`config.mk`:
```
export PLATFORM = sky130hd
export DESIGN_NAME = led_pattern_master
export DESIGN_NICKNAME = d
export VERILOG_FILES = /design/src/rtl/led_pattern_master.sv
export SDC_FILE = /design/constraint.sdc
export NUM_CORES = 1
export LEC_CHECK = 0
export BUFFER_PORTS_ARGS = -buffer_cell sky130_fd_sc_hd__buf_2
export CAP_MARGIN = 20
export CORE_MARGIN = 10
export CORE_UTILIZATION = 56
export DETAILED_ROUTE_END_ITERATION = 10
export GPL_TIMING_DRIVEN = 0
export PLACE_DENSITY = 0.78
export SYNTH_ARGS = -nofsm -noshare
export SYNTH_HDL_FRONTEND = slang
export SYNTH_SLANG_ARGS = --single-unit
```
`constraint.sdc`:
```
create_clock -name clk -period 2.2 [get_ports clk]
set_input_delay 0.44 -clock clk [delete_from_list [all_inputs] [get_ports clk]]
set_output_delay 0.44 -clock clk [all_outputs]
set_load 0.02 [all_outputs]
```
`src/rtl/led_pattern_master.sv`:
```
// rtl/led_pattern_master.sv - LED pattern sequencer that writes each pattern to an Avalon-MM slave and verifies it by readback
module led_pattern_master #(
    parameter int TICK_DIV     = 50000000,
    parameter int READ_LATENCY = 1
) (
    input  logic        clk,
    input  logic        reset_n,
    input  logic        enable,
    input  logic [1:0]  mode,
    input  logic        clear_error,
    output logic [1:0]  avm_address,
    output logic        avm_chipselect,
    output logic        avm_write,
    output logic        avm_read,
    output logic [31:0] avm_writedata,
    input  logic [31:0] avm_readdata,
    input  logic        avm_waitrequest,
    output logic [9:0]  pattern,
    output logic        busy,
    output logic        error,
    output logic [7:0]  mismatch_count
);

    localparam int              CW       = (TICK_DIV > 2) ? $clog2(TICK_DIV) : 1;
    localparam logic [CW-1:0]   TICK_MAX = CW'(TICK_DIV - 1);
    localparam logic [2:0]      LAT_MAX  = 3'(READ_LATENCY - 1);

    typedef enum logic [2:0] {
        S_IDLE,
        S_WRITE,
        S_READ,
        S_RDWAIT,
        S_CHECK
    } state_t;

    state_t        r_state;
    logic [CW-1:0] r_tick_cnt;
    logic [9:0]    r_pattern;
    logic          r_cs;
    logic          r_we;
    logic          r_rd;
    logic [31:0]   r_wdata;
    logic [2:0]    r_lat;
    logic [31:0]   r_rdata;
    logic          r_error;
    logic [7:0]    r_cnt;

    logic          w_tick;
    logic [9:0]    w_next_pattern;
    logic          w_mismatch;
    logic [7:0]    w_cnt_base;
    logic [7:0]    w_cnt_inc;

    assign w_tick = enable && (r_tick_cnt == TICK_MAX);

    // Free-running tick divider; parked at zero while sequencing is disabled.
    always_ff @(posedge clk or negedge reset_n) begin
        if (!reset_n) begin
            r_tick_cnt <= '0;
        end else if (!enable) begin
            r_tick_cnt <= '0;
        end else if (r_tick_cnt == TICK_MAX) begin
            r_tick_cnt <= '0;
        end else begin
            r_tick_cnt <= r_tick_cnt + 1'b1;
        end
    end

    // Next pattern for the selected mode; illegal walking-one values restart at bit 0.
    always_comb begin
        w_next_pattern = 10'h000;
        case (mode)
            2'b00: begin
                if ((r_pattern != 10'h000) && ((r_pattern & (r_pattern - 10'd1)) == 10'h000))
                    w_next_pattern = {r_pattern[8:0], r_pattern[9]};
                else
                    w_next_pattern = 10'h001;
            end
            2'b01:   w_next_pattern = r_pattern + 10'd1;
            2'b10:   w_next_pattern = (r_pattern == 10'h155) ? 10'h2AA : 10'h155;
            default: w_next_pattern = (r_pattern == 10'h000) ? 10'h3FF : 10'h000;
        endcase
    end

    // Readback compare and saturating increment; a coincident clear resets the base so the mismatch lands as 1.
    always_comb begin
        w_mismatch = (r_rdata[9:0] != r_pattern) || (r_rdata[31:10] != 22'h0);
        w_cnt_base = clear_error ? 8'h00 : r_cnt;
        w_cnt_inc  = (w_cnt_base == 8'hFF) ? 8'hFF : (w_cnt_base + 8'h01);
    end

    // Transaction FSM: one write then one readback per accepted tick, all bus strobes registered.
    always_ff @(posedge clk or negedge reset_n) begin
        if (!reset_n) begin
            r_state   <= S_IDLE;
            r_pattern <= 10'h000;
            r_cs      <= 1'b0;
            r_we      <= 1'b0;
            r_rd      <= 1'b0;
            r_wdata   <= 32'h0;
            r_lat     <= 3'd0;
            r_rdata   <= 32'h0;
            r_error   <= 1'b0;
            r_cnt     <= 8'h00;
        end else begin
            if (clear_error) begin
                r_error <= 1'b0;
                r_cnt   <= 8'h00;
            end
            case (r_state)
                S_IDLE: begin
                    if (w_tick) begin
                        r_pattern <= w_next_pattern;
                        r_wdata   <= {22'h0, w_next_pattern};
                        r_cs      <= 1'b1;
                        r_we      <= 1'b1;
                        r_state   <= S_WRITE;
                    end
                end
                S_WRITE: begin
                    if (!avm_waitrequest) begin
                        r_we    <= 1'b0;
                        r_rd    <= 1'b1;
                        r_wdata <= 32'h0;
                        r_state <= S_READ;
                    end
                end
                S_READ: begin
                    if (!avm_waitrequest) begin
                        r_rd    <= 1'b0;
                        r_cs    <= 1'b0;
                        r_lat   <= 3'd0;
                        r_state <= S_RDWAIT;
                    end
                end
                S_RDWAIT: begin
                    if (r_lat == LAT_MAX) begin
                        r_rdata <= avm_readdata;
                        r_state <= S_CHECK;
                    end else begin
                        r_lat <= r_lat + 3'd1;
                    end
                end
                S_CHECK: begin
                    if (w_mismatch) begin
                        r_error <= 1'b1;
                        r_cnt   <= w_cnt_inc;
                    end
                    r_state <= S_IDLE;
                end
                default: r_state <= S_IDLE;
            endcase
        end
    end

    assign avm_address    = 2'b00;
    assign avm_chipselect = r_cs;
    assign avm_write      = r_we;
    assign avm_read       = r_rd;
    assign avm_writedata  = r_wdata;
    assign pattern        = r_pattern;
    assign busy           = (r_state != S_IDLE);
    assign error          = r_error;
    assign mismatch_count = r_cnt;

endmodule

```
### After elaboration in Yosys (flattened, before gate mapping)

Cells that the tools add are included.
W data, S select, Z words.

| storage, ports and cells | value |
|---|---|
| register bits | 118 |
| input bits | 39 |
| output and inout port bits | 57 |
| logic and storage cells | 84 |

| operators by class | value |
|---|---|
| add/sub/neg operators | 5 |
| equal/unequal tests | 15 |
| multiplexer cells | 30 |
| bitwise gates (word level) | 1 |
| reduce and logical (&&, ||, !) cells | 22 |

Operator list:

| cell | count |
|---|---|
| $mux W32 | 2 |
| $pmux W32 S2 | 1 |
| $mux W26 | 2 |
| $mux W8 | 4 |
| $mux W10 | 3 |
| $pmux W10 S3 | 1 |
| $add A26 B1 Y26 const B | 1 |
| $eq A26 B26 Y1 const B | 1 |
| $reduce_bool A22 Y1 | 1 |
| $logic_not A10 Y1 | 2 |
| $mux W3 | 6 |
| $pmux W3 S4 | 1 |
| $reduce_and A3 Y1 | 4 |
| $add A10 B1 Y10 const B | 1 |
| $and A10 B10 Y10 | 1 |
| $eq A10 B9 Y1 const B | 1 |
| $ne A10 B10 Y1 | 1 |
| $ne A2 B2 Y1 const B | 5 |
| $reduce_bool A10 Y1 | 1 |
| $sub A10 B1 Y10 const B | 1 |
| $add A8 B1 Y8 const B | 1 |
| $eq A8 B8 Y1 const B | 1 |
| $reduce_bool A2 Y1 | 4 |
| $eq A3 B2 Y1 const B | 2 |
| 15 further kinds | 25 |

### Longest topological paths before layout

Gate-level depths: netlist (run 1).

| depth | value |
|---|---|
| word-level depth | 8 |
| gate-level depth with buffers | 9 |
| depth with buffers taken out | 7 |

### Least setup slack after synthesis (run 1)

No wires, ideal clock.

| timing path | value |
|---|---|
| kind | reg2reg |
| start point | reg r_pattern[1] (netlist: pattern[1]) |
| end point | reg r_wdata[2] (netlist: avm_writedata[2]) |
| library setup time | 77 ps |
| arrival | 1,939 ps |
| required time | 2,123 ps |
| path slack | 183 ps |
| cell stages (with the launch flop) | 9 |
| buffers on the path | 1 |
| clock period less this slack | 2,017 ps |
| cell sequence | dfrtp_1 > buf_2 > inv_1 > ha_1 > nor3b_2 > nand3_1 > a2111oi_4 > nand3_1 > a21oi_1 |

| on the way | value |
|---|---|
| word-level cells in the longest chain between the ends | 8 |
| elaborated cells between the ends (all ways) | 14 |
| classes of those cells | add/sub: 2; eq/ne: 1; mux: 6; bitwise: 1; reduce/logical: 4 |

Ends and longest elaborated chain:

| element | RTL line | RTL |
|---|---|---|
| start: declaration | 38 | `logic [9:0] r_pattern;` |
| start signal: assignment | 113 | `r_pattern <= w_next_pattern;` |
| $sub A10 B1 Y10 | 74 | `if ((r_pattern != 10'h000) && ((r_pattern & (r_pattern - 10'd1)) == 10'h000))` |
| $and A10 B10 Y10 | 74 |  |
| $logic_not A10 Y1 | 74 |  |
| $logic_and A1 B1 Y1 | 74 |  |
| $mux W10 | 74 |  |
| $pmux W10 S3 (*) | 72 | `case (mode)` |
| $mux W32 (*) | 112 | `if (w_tick) begin` |
| $pmux W32 S2 (*) | 110 | `case (r_state)` |
| end signal: assignment | 114 | `r_wdata <= {22'h0, w_next_pattern};` |
| end: declaration | 42 | `logic [31:0] r_wdata;` |

Every way passes the cells marked *; elsewhere a longest branch is shown, timed or not. The select of a mux whose other input is x is not followed.
A chain may end at the register's enable or synchronous reset.

### Final worst setup path (run 1)

| timing path | value |
|---|---|
| start point | reg r_pattern[0] (netlist: pattern[0]) |
| end point | reg r_pattern[5] (netlist: pattern[5]) |

| on the way | value |
|---|---|
| word-level cells in the longest chain between the ends | 6 |
| elaborated cells between the ends (all ways) | 12 |
| classes of those cells | add/sub: 2; eq/ne: 1; mux: 4; bitwise: 1; reduce/logical: 4 |

Ends and longest elaborated chain:

| element | RTL line |
|---|---|
| $sub A10 B1 Y10 | 74 |
| $and A10 B10 Y10 | 74 |
| $logic_not A10 Y1 | 74 |
| $logic_and A1 B1 Y1 | 74 |
| $mux W10 | 74 |
| $pmux W10 S3 (*) | 72 |

Every way passes the cells marked *; elsewhere a longest branch is shown, timed or not.

==> results.py, run 1 <==
metrics = {
    "yosys": {
        "syn_avg_cell_area_sq_um": 10.3,
        "yosysSeqAreaShare_pct": 45.6,
        "ys_types": 56,
        "syn_area_sq_mm": 0.00527,
        "ys_warn_count": 0,
        "synth_cells": 514,
        "synth-seq-cells": 96,
        "synth_edf_count": 0,
        "synthFlopType": "dfrtp_1",
        "async_reset_ff_share_pct": 100,
    },
    "die": {
        "die_y_microns": 117,
        "ios": 96,
        "rows": 35,
        "core_region_area_sq_mm": 0.00920,
        "initial_core_util_pct": 57.3,
        "die_w_microns": 117,
        "dieArea_sq_mm": 0.0137,
    },
    "power_and_ir_drop": {
        "leakage_nw": 2.96,
        "power_w": 0.00471,
        "p_per_area_mw_per_mm2": 743,
        "ir_drop_v": 0.000533,
    },
    "drt": {
        "ant_nets": 0,
        "vias": 4208,
        "drt_wl_total_mm": 12.8,
        "routed_via_density": 5.63,
        "drc": 0,
        "first_iter_violations": 228,
        "drt-pass1-iter-count": 4,
        "wl_per_cell_microns": 17.1,
    },
    "timing": {
        "post-route-period-util_pct": 98.4,
        "worstMarginPinSlew_ps": 750,
        "final_hold_viol_count": 0,
        "setup_viol": 0,
        "slew_headroom_pct": 49.6,
        "slew_viol_final": 0,
        "final.min_clock_period_ps": 2160,
        "max_freq_ghz": 0.462,
        "holdWs_ps": 38.7,
        "fin_skew_ps": 23.0,
    },
    "global_route": {
        "grt_pass1_wl_mm": 20.5,
        "grt_pass1_vias": 4237,
        "gr-usage-all-layers_pct": 18.4,
        "antenna_found_initial": 0,
        "grt.overflow.total": 0,
        "grt_max_degree": 56,
    },
    "layout": {
        "diodes": 0,
        "syn_to_final_growth_pct": 20.2,
        "layout_commonest_cell": "dfrtp_1",
        "finalNetCount": 677,
        "final_cell_mix": "94 x dfrtp_1, 79 x buf_2, 56 x nor2_1",
        "drive_above_1_share_pct": 34.6,
    },
    "critical_path": {
        "cp_data_arrival_time_ps": 2450,
        "slowest_delay_ps": 440,
        "crit_chain": "buf_6 -> inv_2 -> ha_4 -> nor3b_4 -> nand3_2 -> a2111oi_4 -> buf_4 -> nand3_1 -> a21oi_2",
        "required_ps": 2480,
        "endpoint_kind": "flip-flop",
        "crit_type": "reg2reg",
        "worstSetupStartpointType": "flip-flop",
        "crit_path_top_delay_cell": "dfrtp_1",
        "critPathMaxFanout": 8,
    },
    "min_path": {
        "hp-class": "in2async",
    },
    "place": {
        "dp_hpwl_mm": 9.25,
        "gp_congestion": 0.913,
        "io_buffers": 71,
    },
    "outcome": {
        "run_status": "complete, no violations",
    },
    "clock_tree": {
        "cts_tree": "yes",
        "insertion_delay_ps": 370,
        "clockBufferDepth": 2,
        "cts_buffers": 9,
        "cts-root-buf": "clkbuf_8",
        "clkTransAtPathRegs_ps": 110,
        "cts_sinks": 96,
        "htreeDepth": 3,
    },
    "job": {
        "max_cap_violations": 0,
    },
}
-- registers in the layout, summed over array words and instances (netlist names) --
| name | count |
|---|---|
| error | 1 |
| avm_chipselect | 1 |
| pattern | 10 |
| r_state | 3 |
| mismatch_count | 8 |
| avm_read | 1 |
| avm_writedata | 10 |
| r_tick_cnt | 26 |
| r_rdata | 32 |
| r_lat | 3 |
| avm_write | 1 |
-- synth_stat cells, drive strengths merged (3+ instances only) --
master / count / area (sq um)
dfrtp: 96 / 2400
nor2: 57 / 214
buf: 45 / 313
a21oi: 33 / 169
mux2: 33 / 372
nand3: 29 / 145
xnor2: 27 / 236
nand2: 24 / 90.1
nand4: 16 / 115
nor3: 16 / 90.1
xor2: 15 / 131
nor4: 14 / 124
a211oi: 11 / 133
inv: 11 / 41.3
o21ai: 10 / 50.1
and3: 8 / 50.1
ha: 7 / 87.6
nor2b: 6 / 37.5
or3: 6 / 37.5
and4: 5 / 43.8
clkbuf: 4 / 16.3
mux2i: 4 / 40.0
nor3b: 4 / 35.0
o31ai: 4 / 30.0
a22o: 3 / 26.3
nand4b: 3 / 26.3
-- worst paths after layout --
path	start	to	slack [ps]	cells after the start
worst min-delay path	reset_n	mismatch_count[4]$_DFF_PN0_	40	1
min in group clk	avm_readdata[13]	r_rdata[13]$_DFFE_PN0P_	290	2
worst max-delay path	pattern[0]$_DFFE_PN0P_	pattern[5]$_DFFE_PN0P_	40	9
worst min register to register	avm_write$_DFFE_PN0P_	avm_write$_DFFE_PN0P_	490	2
max in group asynchronous	reset_n	r_tick_cnt[13]$_DFF_PN0_	1490	2
worst max register to register	pattern[0]$_DFFE_PN0P_	pattern[5]$_DFFE_PN0P_	40	9
-- per-layer routing --
metal | up-vias | GRT usage, % | part of all wire (%) | wire length (microns)
met5 | - | 0 | 0 | 0
met4 | 0 | 6.18 | 1.8 | 225
met3 | 19 | 3.77 | 5.8 | 734
met2 | 115 | 30.9 | 51 | 6450
met1 | 2061 | 23.0 | 42 | 5350
li1 | 2013 | - | - | -
-- power breakdown --
group | switching, W | internal [W] | total [W]
combinational | 0.000574 | 0.000580 | 0.00115
clock | 0.000652 | 0.000542 | 0.00119
sequential | 0.000241 | 0.00212 | 0.00236
-- cells by family (layout without fill, tap and decap cells) --
logic type / after synthesis / count (layout) / share of synthesized area, %
fa+ha+maj: 7 / 7 / 1.66
simple gates: 199 / 199 / 20.8
mux: 37 / 37 / 7.81
other cells: 1 / 24 / 0.0711
compound gates: 72 / 72 / 10.1
xor+xnor: 42 / 42 / 6.98
flops: 96 / 96 / 45.6
buf+inv: 60 / 159 / 7.02
-- what timing repair did --
action / CTS / global route
setup buffers: 3 / 8
setup endpoints to repair: 36 / 45
hold buffers: 0 / 0
gates resized for setup: 9 / 31
pin swaps: 3 / 8
-- through the flow --
stage | cells | instance area (sq um) | setup TNS, ps | worst slack, ps | util, %
final | 747 | 6340 | 0 | 35.3 | 68.9
after global routing | 747 | 6340 | -123 | -34.4 | 68.9
after CTS | 739 | 6150 | 0 | 8.03 | 66.8
after detailed placement | 720 | 5880 | -1440 | -185 | 64.0
after global placement | 719 | 5850 | -20050 | -212 | 63.6
after floorplan | 537 | 5360 | 0 | 183 | -
-- cell type report --
type | count | area (sq um)
Sequential cell | 96 | 2400
Fill cell | 744 | 2860
Clock inverter | 6 | 75.1
Clock buffer | 10 | 128
Multi-Input combinational cell | 381 | 2730
Buffer | 49 | 350
Tap cell | 111 | 139
Inverter | 11 | 41.3
Timing Repair Buffer | 83 | 472
-- critical path, delay by kind of cell, from the launching register on --
| family | cells | cell delay (ps) |
|---|---|---|
| adder cells (fa/ha/maj) | 1 | 150 |
| buffers and inverters | 3 | 430 |
| flip-flops | 1 | 440 |
| AND/OR/NAND/NOR | 3 | 500 |
| AO/OA/AOI/OAI | 2 | 550 |
Note: power is estimated with default switching activity, not from simulation.
==> inputs of run 2 (changes only) <==
Settings changed: BUFFER_PORTS_ARGS -buffer_cell sky130_fd_sc_hd__buf_2 to -buffer_cell sky130_fd_sc_hd__buf_4, CORE_ASPECT_RATIO set to 1.1.
==> results.py, run 2 (synthesized netlist as in run 1, its figures left out) <==
metrics = {
    "die": {
        "rows": 37,
        "core_region_area_sq_mm": 0.00926,
        "die_y_microns": 122,
        "die_w_microns": 113,
        "dieArea_sq_mm": 0.0137,
        "initial_core_util_pct": 56.9,
        "ios": 96,
    },
    "drt": {
        "ant_nets": 0,
        "routed_via_density": 5.63,
        "first_iter_violations": 270,
        "vias": 4232,
        "drt_wl_total_mm": 13.1,
        "wl_per_cell_microns": 17.4,
        "drt-pass1-iter-count": 4,
        "drc": 0,
    },
    "clock_tree": {
        "insertion_delay_ps": 370,
        "clkTransAtPathRegs_ps": 100,
        "cts_buffers": 9,
        "cts-root-buf": "clkbuf_8",
        "clockBufferDepth": 2,
        "cts_sinks": 96,
        "htreeDepth": 3,
        "cts_tree": "yes",
    },
    "layout": {
        "finalNetCount": 677,
        "diodes": 0,
        "regMostFlops": "r_rdata",
        "layout_commonest_cell": "buf_4",
        "syn_to_final_growth_pct": 23.4,
        "largest_reg_flops": 32,
        "fin_area_sq_mm": 0.00651,
        "top_regs": "r_rdata x32, r_tick_cnt x26",
        "drive_above_1_share_pct": 35.0,
        "final_cell_mix": "107 x buf_4, 95 x dfrtp_1, 55 x nor2_1",
    },
    "power_and_ir_drop": {
        "leakage_nw": 2.99,
        "p_per_area_mw_per_mm2": 729,
        "ir_drop_v": 0.000672,
    },
    "timing": {
        "worstMarginPinSlew_ps": 679,
        "max_freq_ghz": 0.472,
        "holdWs_ps": 294,
        "tns_ps": 0,
        "slew_viol_final": 0,
        "finalWorstSetupSlack_ps": 81.5,
        "final.min_clock_period_ps": 2120,
        "final_hold_viol_count": 0,
        "fin_skew_ps": 16.4,
        "post-route-period-util_pct": 96.3,
        "slew_headroom_pct": 54.4,
        "setup_viol": 0,
    },
    "place": {
        "post_dp_cell_area_sq_mm": 0.00607,
        "gp_congestion": 0.908,
        "pre_cts_ws_ps": -128,
        "dp_hpwl_mm": 9.37,
        "io_buffers": 71,
    },
    "outcome": {
        "run_status": "complete, no violations",
    },
    "critical_path": {
        "cp_data_arrival_time_ps": 2370,
        "crit_type": "reg2reg",
        "required_ps": 2450,
        "worstSetupStartpointType": "flip-flop",
        "critPathMaxFanout": 7,
        "endpoint_kind": "flip-flop",
    },
    "global_route": {
        "grt_pass1_vias": 4359,
        "grt_pass1_wl_mm": 20.8,
        "gr-usage-all-layers_pct": 18.2,
        "antenna_found_initial": 0,
        "grt.overflow.total": 0,
        "grt_max_degree": 76,
    },
    "job": {
        "max_cap_violations": 0,
    },
    "min_path": {
        "hp-class": "in2reg",
    },
}
-- run 2: per-layer routing --
layer	track usage (%)	vias to the layer above	wire (microns)
met5	0	-	0
met4	5.71	0	144
met3	4.52	13	726
met2	32.0	111	6840
met1	21.5	2098	5400
li1	-	2010	-
-- run 2: power breakdown --
| part | total [W] | internal, W | switching [W] |
|---|---|---|---|
| sequential | 0.00236 | 0.00212 | 0.000239 |
| combinational | 0.00118 | 0.000611 | 0.000568 |
| clock | 0.00121 | 0.000560 | 0.000648 |
| total | 0.00475 | 0.00329 | 0.00145 |
-- run 2: final timing paths --
kind	depth (start not counted)	endpoint	from	slack [ps]
hold / removal	2	r_rdata[17]$_DFFE_PN0P_	avm_readdata[17]	290
min in group asynchronous	2	mismatch_count[7]$_DFF_PN0_	reset_n	510
max in group asynchronous	3	r_tick_cnt[13]$_DFF_PN0_	reset_n	1030
setup / recovery	5	pattern[7]$_DFFE_PN0P_	r_tick_cnt[18]$_DFF_PN0_	80
setup reg to reg	5	pattern[7]$_DFFE_PN0P_	r_tick_cnt[18]$_DFF_PN0_	80
hold reg to reg	2	avm_write$_DFFE_PN0P_	avm_write$_DFFE_PN0P_	490
-- run 2: cell type report --
class                      instances  area, sq um
sequential                        96         2400
tap                              117          146
buffer                            48          344
multi-input combinational        381         2710
clock inverter                     5         65.1
fill                             713         2750
inverter                          11         41.3
clock buffer                      10          138
timing repair buffer              84          657
-- run 2: metrics by stage --
step                std cells  power (W)  util, %
finish                    752    0.00475     70.3
global route              752    0.00499     70.3
CTS                       744    0.00475     68.3
detailed placement        726    0.00354     65.5
global placement          725    0.00346     65.2
floorplan                 537    0.00317        -
-- run 2: what timing repair did --
item	4_1_cts	5_1_grt
hold buffers	1	0
gates resized for setup	8	30
endpoints found under the setup margin	29	72
pin swaps	2	8
gates cloned	0	0
setup buffers	2	9
hold endpoints to repair	21	0
-- run 2: worst max-delay path, cell delays in order (launching register included) --
cell	delay, ps
dfrtp_1	470
or4_4	610
nor3_4	250
nand4_4	230
a211oi_4	330
a21oi_2	100
